==> config.mk <==
export PLATFORM = sky130hd
export DESIGN_NAME = multicycle_ctrl_fsm
export DESIGN_NICKNAME = d
export VERILOG_FILES = /design/src/rtl/multicycle_ctrl_fsm.sv
export SDC_FILE = /design/constraint.sdc
export NUM_CORES = 1
export LEC_CHECK = 0
export ABC_AREA = 1
export CAP_MARGIN = 20
export CORE_MARGIN = 5
export CORE_UTILIZATION = 30
export DETAILED_ROUTE_END_ITERATION = 8
export RECOVER_POWER = 50
export SLEW_MARGIN = 30
export SYNTH_ARGS = -nofsm -noshare
export SYNTH_HDL_FRONTEND = slang
export SYNTH_SLANG_ARGS = --single-unit
==> constraint.sdc <==
create_clock -name clk -period 10.5 [get_ports clk]
set_clock_uncertainty 0.1 [all_clocks]
set_input_delay 3.15 -clock clk [delete_from_list [all_inputs] [get_ports clk]]
set_output_delay 3.15 -clock clk [all_outputs]
set_load 0.05 [all_outputs]
==> src/rtl/multicycle_ctrl_fsm.sv <==
// rtl/multicycle_ctrl_fsm.sv - sequencing controller for the multi-cycle RV32I datapath
// Walks FETCH/DECODE/EXEC/MEM/WB, drives datapath strobes, traps on bad opcode or memory timeout.
module multicycle_ctrl_fsm #(
  parameter int MEM_TIMEOUT = 16,
  parameter int CNT_W       = 32
) (
  input  logic             clk,
  input  logic             rst,
  input  logic [6:0]       opcode,
  input  logic             branch_taken,
  input  logic             mem_ready,
  output logic             mem_req,
  output logic             mem_we,
  output logic             ir_write,
  output logic             pc_write,
  output logic [1:0]       pc_src,
  output logic [1:0]       alu_op,
  output logic             alu_src_b,
  output logic             reg_write,
  output logic [1:0]       wb_sel,
  output logic             trap,
  output logic [CNT_W-1:0] instret,
  output logic [2:0]       state_o
);

  typedef enum logic [2:0] {
    S_FETCH  = 3'd0,
    S_DECODE = 3'd1,
    S_EXEC   = 3'd2,
    S_MEM    = 3'd3,
    S_WB     = 3'd4,
    S_TRAP   = 3'd5
  } state_t;

  localparam int TO_W = (MEM_TIMEOUT > 2) ? $clog2(MEM_TIMEOUT) : 1;
  localparam logic [TO_W-1:0] TO_LIMIT = TO_W'((MEM_TIMEOUT > 0) ? MEM_TIMEOUT - 1 : 0);

  state_t            r_state;
  state_t            w_next;
  logic [TO_W-1:0]   r_to_cnt;
  logic [CNT_W-1:0]  r_instret;
  logic              r_trap;
  logic              w_inc;
  logic              w_timeout;

  logic w_is_r, w_is_i, w_is_load, w_is_store, w_is_br, w_is_jal, w_is_jalr, w_legal;

  assign w_is_r     = (opcode == 7'b0110011);
  assign w_is_i     = (opcode == 7'b0010011);
  assign w_is_load  = (opcode == 7'b0000011);
  assign w_is_store = (opcode == 7'b0100011);
  assign w_is_br    = (opcode == 7'b1100011);
  assign w_is_jal   = (opcode == 7'b1101111);
  assign w_is_jalr  = (opcode == 7'b1100111);
  assign w_legal    = w_is_r | w_is_i | w_is_load | w_is_store | w_is_br | w_is_jal | w_is_jalr;

  // A ready arriving on the last allowed cycle still completes the request.
  assign w_timeout = (MEM_TIMEOUT != 0) && (r_to_cnt == TO_LIMIT) && !mem_ready;

  always_ff @(posedge clk or posedge rst) begin
    if (rst) begin
      r_state   <= S_FETCH;
      r_to_cnt  <= '0;
      r_instret <= '0;
      r_trap    <= 1'b0;
    end else begin
      r_state <= w_next;
      if (w_next == S_TRAP)
        r_trap <= 1'b1;
      if (w_inc)
        r_instret <= r_instret + CNT_W'(1);
      if (mem_ready || ((w_next != r_state) && (w_next == S_FETCH || w_next == S_MEM)))
        r_to_cnt <= '0;
      else if (mem_req)
        r_to_cnt <= r_to_cnt + TO_W'(1);
    end
  end

  always_comb begin
    w_next    = r_state;
    w_inc     = 1'b0;
    mem_req   = 1'b0;
    mem_we    = 1'b0;
    ir_write  = 1'b0;
    pc_write  = 1'b0;
    pc_src    = 2'b00;
    alu_op    = 2'b00;
    alu_src_b = 1'b0;
    reg_write = 1'b0;
    wb_sel    = 2'b00;
    case (r_state)
      S_FETCH: begin
        mem_req = 1'b1;
        if (mem_ready) begin
          ir_write = 1'b1;
          w_next   = S_DECODE;
        end else if (w_timeout) begin
          w_next = S_TRAP;
        end
      end
      S_DECODE: w_next = w_legal ? S_EXEC : S_TRAP;
      S_EXEC: begin
        alu_src_b = !(w_is_r || w_is_br);
        alu_op    = (w_is_r || w_is_i) ? 2'b10 : (w_is_br ? 2'b01 : 2'b00);
        if (w_is_br) begin
          pc_write = 1'b1;
          pc_src   = branch_taken ? 2'b01 : 2'b00;
          w_inc    = 1'b1;
          w_next   = S_FETCH;
        end else if (w_is_load || w_is_store) begin
          w_next = S_MEM;
        end else begin
          w_next = S_WB;
        end
      end
      S_MEM: begin
        mem_req   = 1'b1;
        mem_we    = w_is_store;
        alu_src_b = 1'b1;
        if (mem_ready) begin
          if (w_is_store) begin
            pc_write = 1'b1;
            w_inc    = 1'b1;
            w_next   = S_FETCH;
          end else begin
            w_next = S_WB;
          end
        end else if (w_timeout) begin
          w_next = S_TRAP;
        end
      end
      S_WB: begin
        reg_write = 1'b1;
        pc_write  = 1'b1;
        w_inc     = 1'b1;
        wb_sel    = w_is_load ? 2'b01 : ((w_is_jal || w_is_jalr) ? 2'b10 : 2'b00);
        pc_src    = w_is_jal ? 2'b01 : (w_is_jalr ? 2'b10 : 2'b00);
        w_next    = S_FETCH;
      end
      S_TRAP:  w_next = S_TRAP;
      default: w_next = S_FETCH;
    endcase
    // Reset state is FETCH, so strobes must be masked explicitly while rst is held.
    if (rst) begin
      w_inc     = 1'b0;
      mem_req   = 1'b0;
      mem_we    = 1'b0;
      ir_write  = 1'b0;
      pc_write  = 1'b0;
      pc_src    = 2'b00;
      alu_op    = 2'b00;
      alu_src_b = 1'b0;
      reg_write = 1'b0;
      wb_sel    = 2'b00;
    end
  end

  assign trap    = r_trap;
  assign instret = r_instret;
  assign state_o = r_state;

endmodule
# Word level (Yosys, flattened, before mapping)
# Cells that the tools add are included.
[op_classes]
n_reduce_logical = 14
n_addsub = 2
eq_ne = 16
muxes = 40
bitwise_logic = 6
[op_table]
columns = ["op", "n"]
rows = [
  ["$add 32x1->32 const B", 1],
  ["$eq 7x7->1 const B", 3],
  ["$mux 3", 7],
  ["$mux 2", 10],
  ["$mux 1", 17],
  ["$pmux 3 s5", 1],
  ["$eq 7x6->1 const B", 2],
  ["$eq 3x2->1 const B", 3],
  ["$eq 3x3->1 const B", 3],
  ["$mux 4", 2],
  ["$eq 7x2->1 const B", 1],
  ["$eq 7x5->1 const B", 1],
  ["$logic_not 3->1", 2],
  ["$logic_or 1x1->1", 6],
  ["$or 1x1->1", 6],
  ["$add 4x1->4 const B", 1],
  ["$eq 4x4->1 const B", 1],
  ["$pmux 2 s2", 1],
  ["$eq 3x1->1 const B", 1],
  ["$ne 3x3->1", 1],
  ["$pmux 1 s3", 1],
  ["$logic_and 1x1->1", 2],
  ["$logic_not 1->1", 2],
  ["$pmux 1 s2", 1],
  ["2 further kinds", 2],
]
[word_totals]
wordCells = 82
out_inout_bits = 48
in_bits = 11
ff_bits = 40

# Depth between registers and ports, before layout
[depth]
word_depth = 14
ltp_mapped = 13
mapped_depth_nobuf = 13

# Worst setup path after synthesis
# No wires, ideal clock.
[synth_path]
path_kind = "input to output"
startpoint = "input port rst"
endpoint = "output port alu_src_b"
n_path_buf = 0
arrival_time_ns = 5.631
path_stages = 3
path_slack_ns = 1.619
t_required_ns = 7.250
path_cell_list = "inv_1 -> nand2_1 -> o31ai_1"
[synth_via]
elab_chain_cells = 1
[synth_lines]
columns = ["item", "line_no", "rtl"]
rows = [
  ["start, declared", "8", "input logic rst,"],
  ["$mux 1", "144", "if (rst) begin"],
  ["end, declared", "18", "output logic alu_src_b,"],
]
# No other way between the ends.

# Worst setup path in the final report
[layout_path]
startpoint = "input port rst"
endpoint = "output port pc_write"
[layout_via]
elab_chain_cells = 1
[layout_lines]
columns = ["item", "line_no", "rtl"]
rows = [
  ["$mux 1", "144", ""],
  ["end, declared", "15", "output logic pc_write,"],
]
# No other way between the ends.

==> impl_results.md <==
* Tmin final at around 9.2 ns
* Die footprint at 10400 µm²
* RSZ-0062 raised after global routing: no
* Overall global routing resource usage at 12.9%
* Pint at between 0.0003 and 0.0004 W
* Setup ws final at about 1.3 ns
* Area growth, synth to finish at 29.8%
* Maximum vdd drop at ~0.00014 V
* Fin area at 3310 µm²
* Crit. End Element: primary output
* Crit-path max FO at 28
* Slew @ Worst Pin at between 1 and 1.5 ns
* CP required at slightly above 7 ns
* Seq pwr share at a little over a third
* Largest family of logic cells by synthesized area: simple AND/OR/NAND/NOR gates
* R2r startpoint: state_o[2]
* Cell breakdown of the critical path: dlygate4sd3_1 > inv_1 > nand2_4 > inv_2 > clkdlybuf4s50_1
* Post-layout instance count excluding filler cells at approximately 510
* Die Height at approximately 100 µm
* Clk buf depth at 2
* CP Class: input pin to primary output
* Dpl ws at 1.63 ns
* Clock Latency Late Sink at about 0.29 ns
* Distinct cells, synth at 30
* Routability cong. at 0.848
* Top-Level Pins at slightly below 60
* # setup viols final at 0
* # DRC at 0
* Layout Nets at between 400 and 500
* Critical path's largest stage delay at 0.87 ns
* Initial cell density of the core at 30.9%
* Fillers at approximately 860
* Combinational cell fraction of total power at between 40% and 50%
* Post-synthesis compound-gate area fraction at around 3.2%
* CP Data Arrival Time at 6.00 ns
* Global route overflow at 0
* Synth Warn # at 0
* Routed Antenna Nets at 0
* Chip Width at roughly 100 µm
* Fin. max-slew vios at 0
* DR iter-0 viols at 138
* First-pass GRT wire length at 10.9 mm
* Via count at about 2400
* Vias in the first global route at 2368
* Mapped Avg Cell Area at between 7 and 8 µm²
* 1st-pass router iterations at 4
* Register bit total from synthesis at 40
* CTS tree: yes
* Post-CTS sizing at 0
* Final wirelength at 6.43 mm
* Largest net degree at the start of global routing at 29
* Post-synthesis xor/xnor area fraction at between 10% and 20%
* Core Area at between 8000 and 9000 µm²
* Post-synthesis sequential area ratio at about two fifths
* Hold Slack at 0.404 ns
* DR vias/cell at 4.65
* Power per cell area at around 180 nW/µm²
* Outcome: complete, no violations
* Slowest stage cell, crit path: clkdlybuf4s50_1
* Cell count after synthesis at approximately 340
* Placement row count at 33
* Synth Cell Area at between 2000 and 3000 µm²
* Worst slew margin at 28.8%
* Fmax at 108 MHz
* Sink Count at 40
* Placed inst area at 3230 µm²
* Setup crit end: pc_write
* Synth Area in Adders at less than 1%
* Inst Count DP at ~500
* Share of post-route cells with drive strength above 1 at about 4.9%
* LEAKAGE at about 1.5 nW
* Input/output buffers at 58
* Antenna diode count at 0
* Fin crit share at between 80% and 90%
* Sw frac at approximately 47%
* Clock network fraction of total power at approximately 17%
* Mapped Nets at approximately 360
* Wire per inst at about 13 µm
* Post-CTS Setup Inserts at 0
* Reg2Reg Setup Slack at slightly above 8 ns
* Worst R2R End: instret[3]
* NetSw at 0.000276 W
* Initial antenna violation count at 0
* HPWL reported at the end of detailed placement at between 5 and 6 mm
* Multiplexer share of the synthesized area at 0.393%
* Startpoint types: input pin
* Hold Path Class: flop to flop
* Reg2reg path depth at 9
* Final Hold Vio Count at 0
* TritonCTS Buffers at 5
* # Max-Cap Violations at 0
* Hold Buf Count CTS at 0
* Clock tree root driver cell: clkbuf_8
* Crit path from: rst
* Setup_tns at 0 ns
* H-tree levels at 2
* Post-synthesis simple-gate area fraction at a little under two fifths
* Clock slew at reported path FFs at 0.08 ns
-- final cells by class --
class	instances	area (µm²)	share of cell area (%)
multi-input combinational	256	1340	40.5
sequential	40	1000	30.3
timing repair buffer	59	584	17.7
inverter	44	165	4.99
tap	105	131	3.97
clock buffer	5	68.8	2.08
clock inverter	3	18.8	0.567
-- cells by family after synthesis --
kind of cell	count (synthesis)
XOR/XNOR	32
buffers and inverters	47
adder cells (fa/ha/maj)	2
flip-flops	40
AND/OR/NAND/NOR	206
AO/OA/AOI/OAI	15
multiplexers	1
-- power groups by stage --
stage	Combinational [W]	Clock, W	Sequential (W)
6_report	0.000272	0.000101	0.000209
5_1_grt	0.000296	0.000112	0.000214
4_1_cts	0.000281	0.000105	0.000210
3_5_place_dp	0.000279	0	0.000213
3_3_place_gp	0.000278	0	0.000213
2_1_floorplan	0.000123	0	0.000287
-- Yosys cell counts (all sizes together) --
master / count / area [µm²]
a21oi: 2 / 10.0
a22oi: 1 / 7.51
and3: 1 / 6.26
buf: 3 / 33.8
dfrtp: 40 / 1000
ha: 2 / 25.0
inv: 44 / 165
mux2i: 1 / 10.0
nand2: 94 / 363
nand3: 21 / 110
nand3b: 2 / 15.0
nand4: 11 / 68.8
nor2: 53 / 211
nor3: 20 / 150
nor3b: 1 / 7.51
nor4: 3 / 18.8
o21ai: 10 / 50.1
o21bai: 1 / 7.51
o31ai: 1 / 7.51
xnor2: 4 / 35.0
xor2: 28 / 245
-- state kept, by name (all words and copies together) (netlist names) --
register,count
r_to_cnt,4
instret,32
state_o,3
trap,1
-- layout by cell type (no fill, tap or decap), types with 2 or more instances in the layout --
| cell | netlist | routed |
|---|---|---|
| a21oi_1 | 2 | 2 |
| clkbuf_8 | 0 | 5 |
| clkdlybuf4s50_1 | 0 | 43 |
| clkinv_2 | 0 | 2 |
| dfrtp_1 | 40 | 40 |
| dlygate4sd3_1 | 0 | 15 |
| ha_1 | 2 | 2 |
| inv_1 | 41 | 41 |
| inv_2 | 3 | 3 |
| nand2_1 | 92 | 92 |
| nand3_1 | 20 | 20 |
| nand3b_1 | 2 | 2 |
| nand4_1 | 11 | 11 |
| nor2_1 | 50 | 52 |
| nor3_1 | 15 | 15 |
| nor3_4 | 4 | 4 |
| nor4_1 | 3 | 3 |
| o21ai_0 | 8 | 8 |
| o21ai_1 | 2 | 2 |
| xnor2_1 | 4 | 4 |
| xor2_1 | 28 | 28 |
-- worst max-delay path: cells and delay by family --
kind / cells / cell delay, ns
buf+inv: 4 / 2.51
simple gates: 1 / 0.33
-- per-stage QoR --
| step | utilization (%) | power [W] |
|---|---|---|
| after floorplan | - | 0.000410 |
| after global placement | 39.2 | 0.000491 |
| after detailed placement | 39.2 | 0.000492 |
| after CTS | 40.2 | 0.000595 |
| after global routing | 40.1 | 0.000622 |
| final | 40.1 | 0.000582 |
-- routing by layer --
metal,up-vias,track usage (%),wire (µm)
li1,1225,-,-
met1,1097,17.5,3000
met2,49,21.5,3070
met3,8,2.87,294
met4,0,2.42,59
met5,-,0,0
-- worst min path at each step --
| stage | end | startpoint | cells past startpoint | slack (ns) |
|---|---|---|---|---|
| after floorplan | r_to_cnt[3] | r_to_cnt[3] | 2 | 0.42 |
| after detailed placement | trap | trap | 1 | 0.38 |
| after global placement | trap | trap | 1 | 0.38 |
| after CTS | trap | trap | 1 | 0.41 |
| final | trap | trap | 1 | 0.40 |
| after global routing | instret[3] | instret[3] | 1 | 0.41 |
No activity file was read; power rests on OpenSTA's default activity.
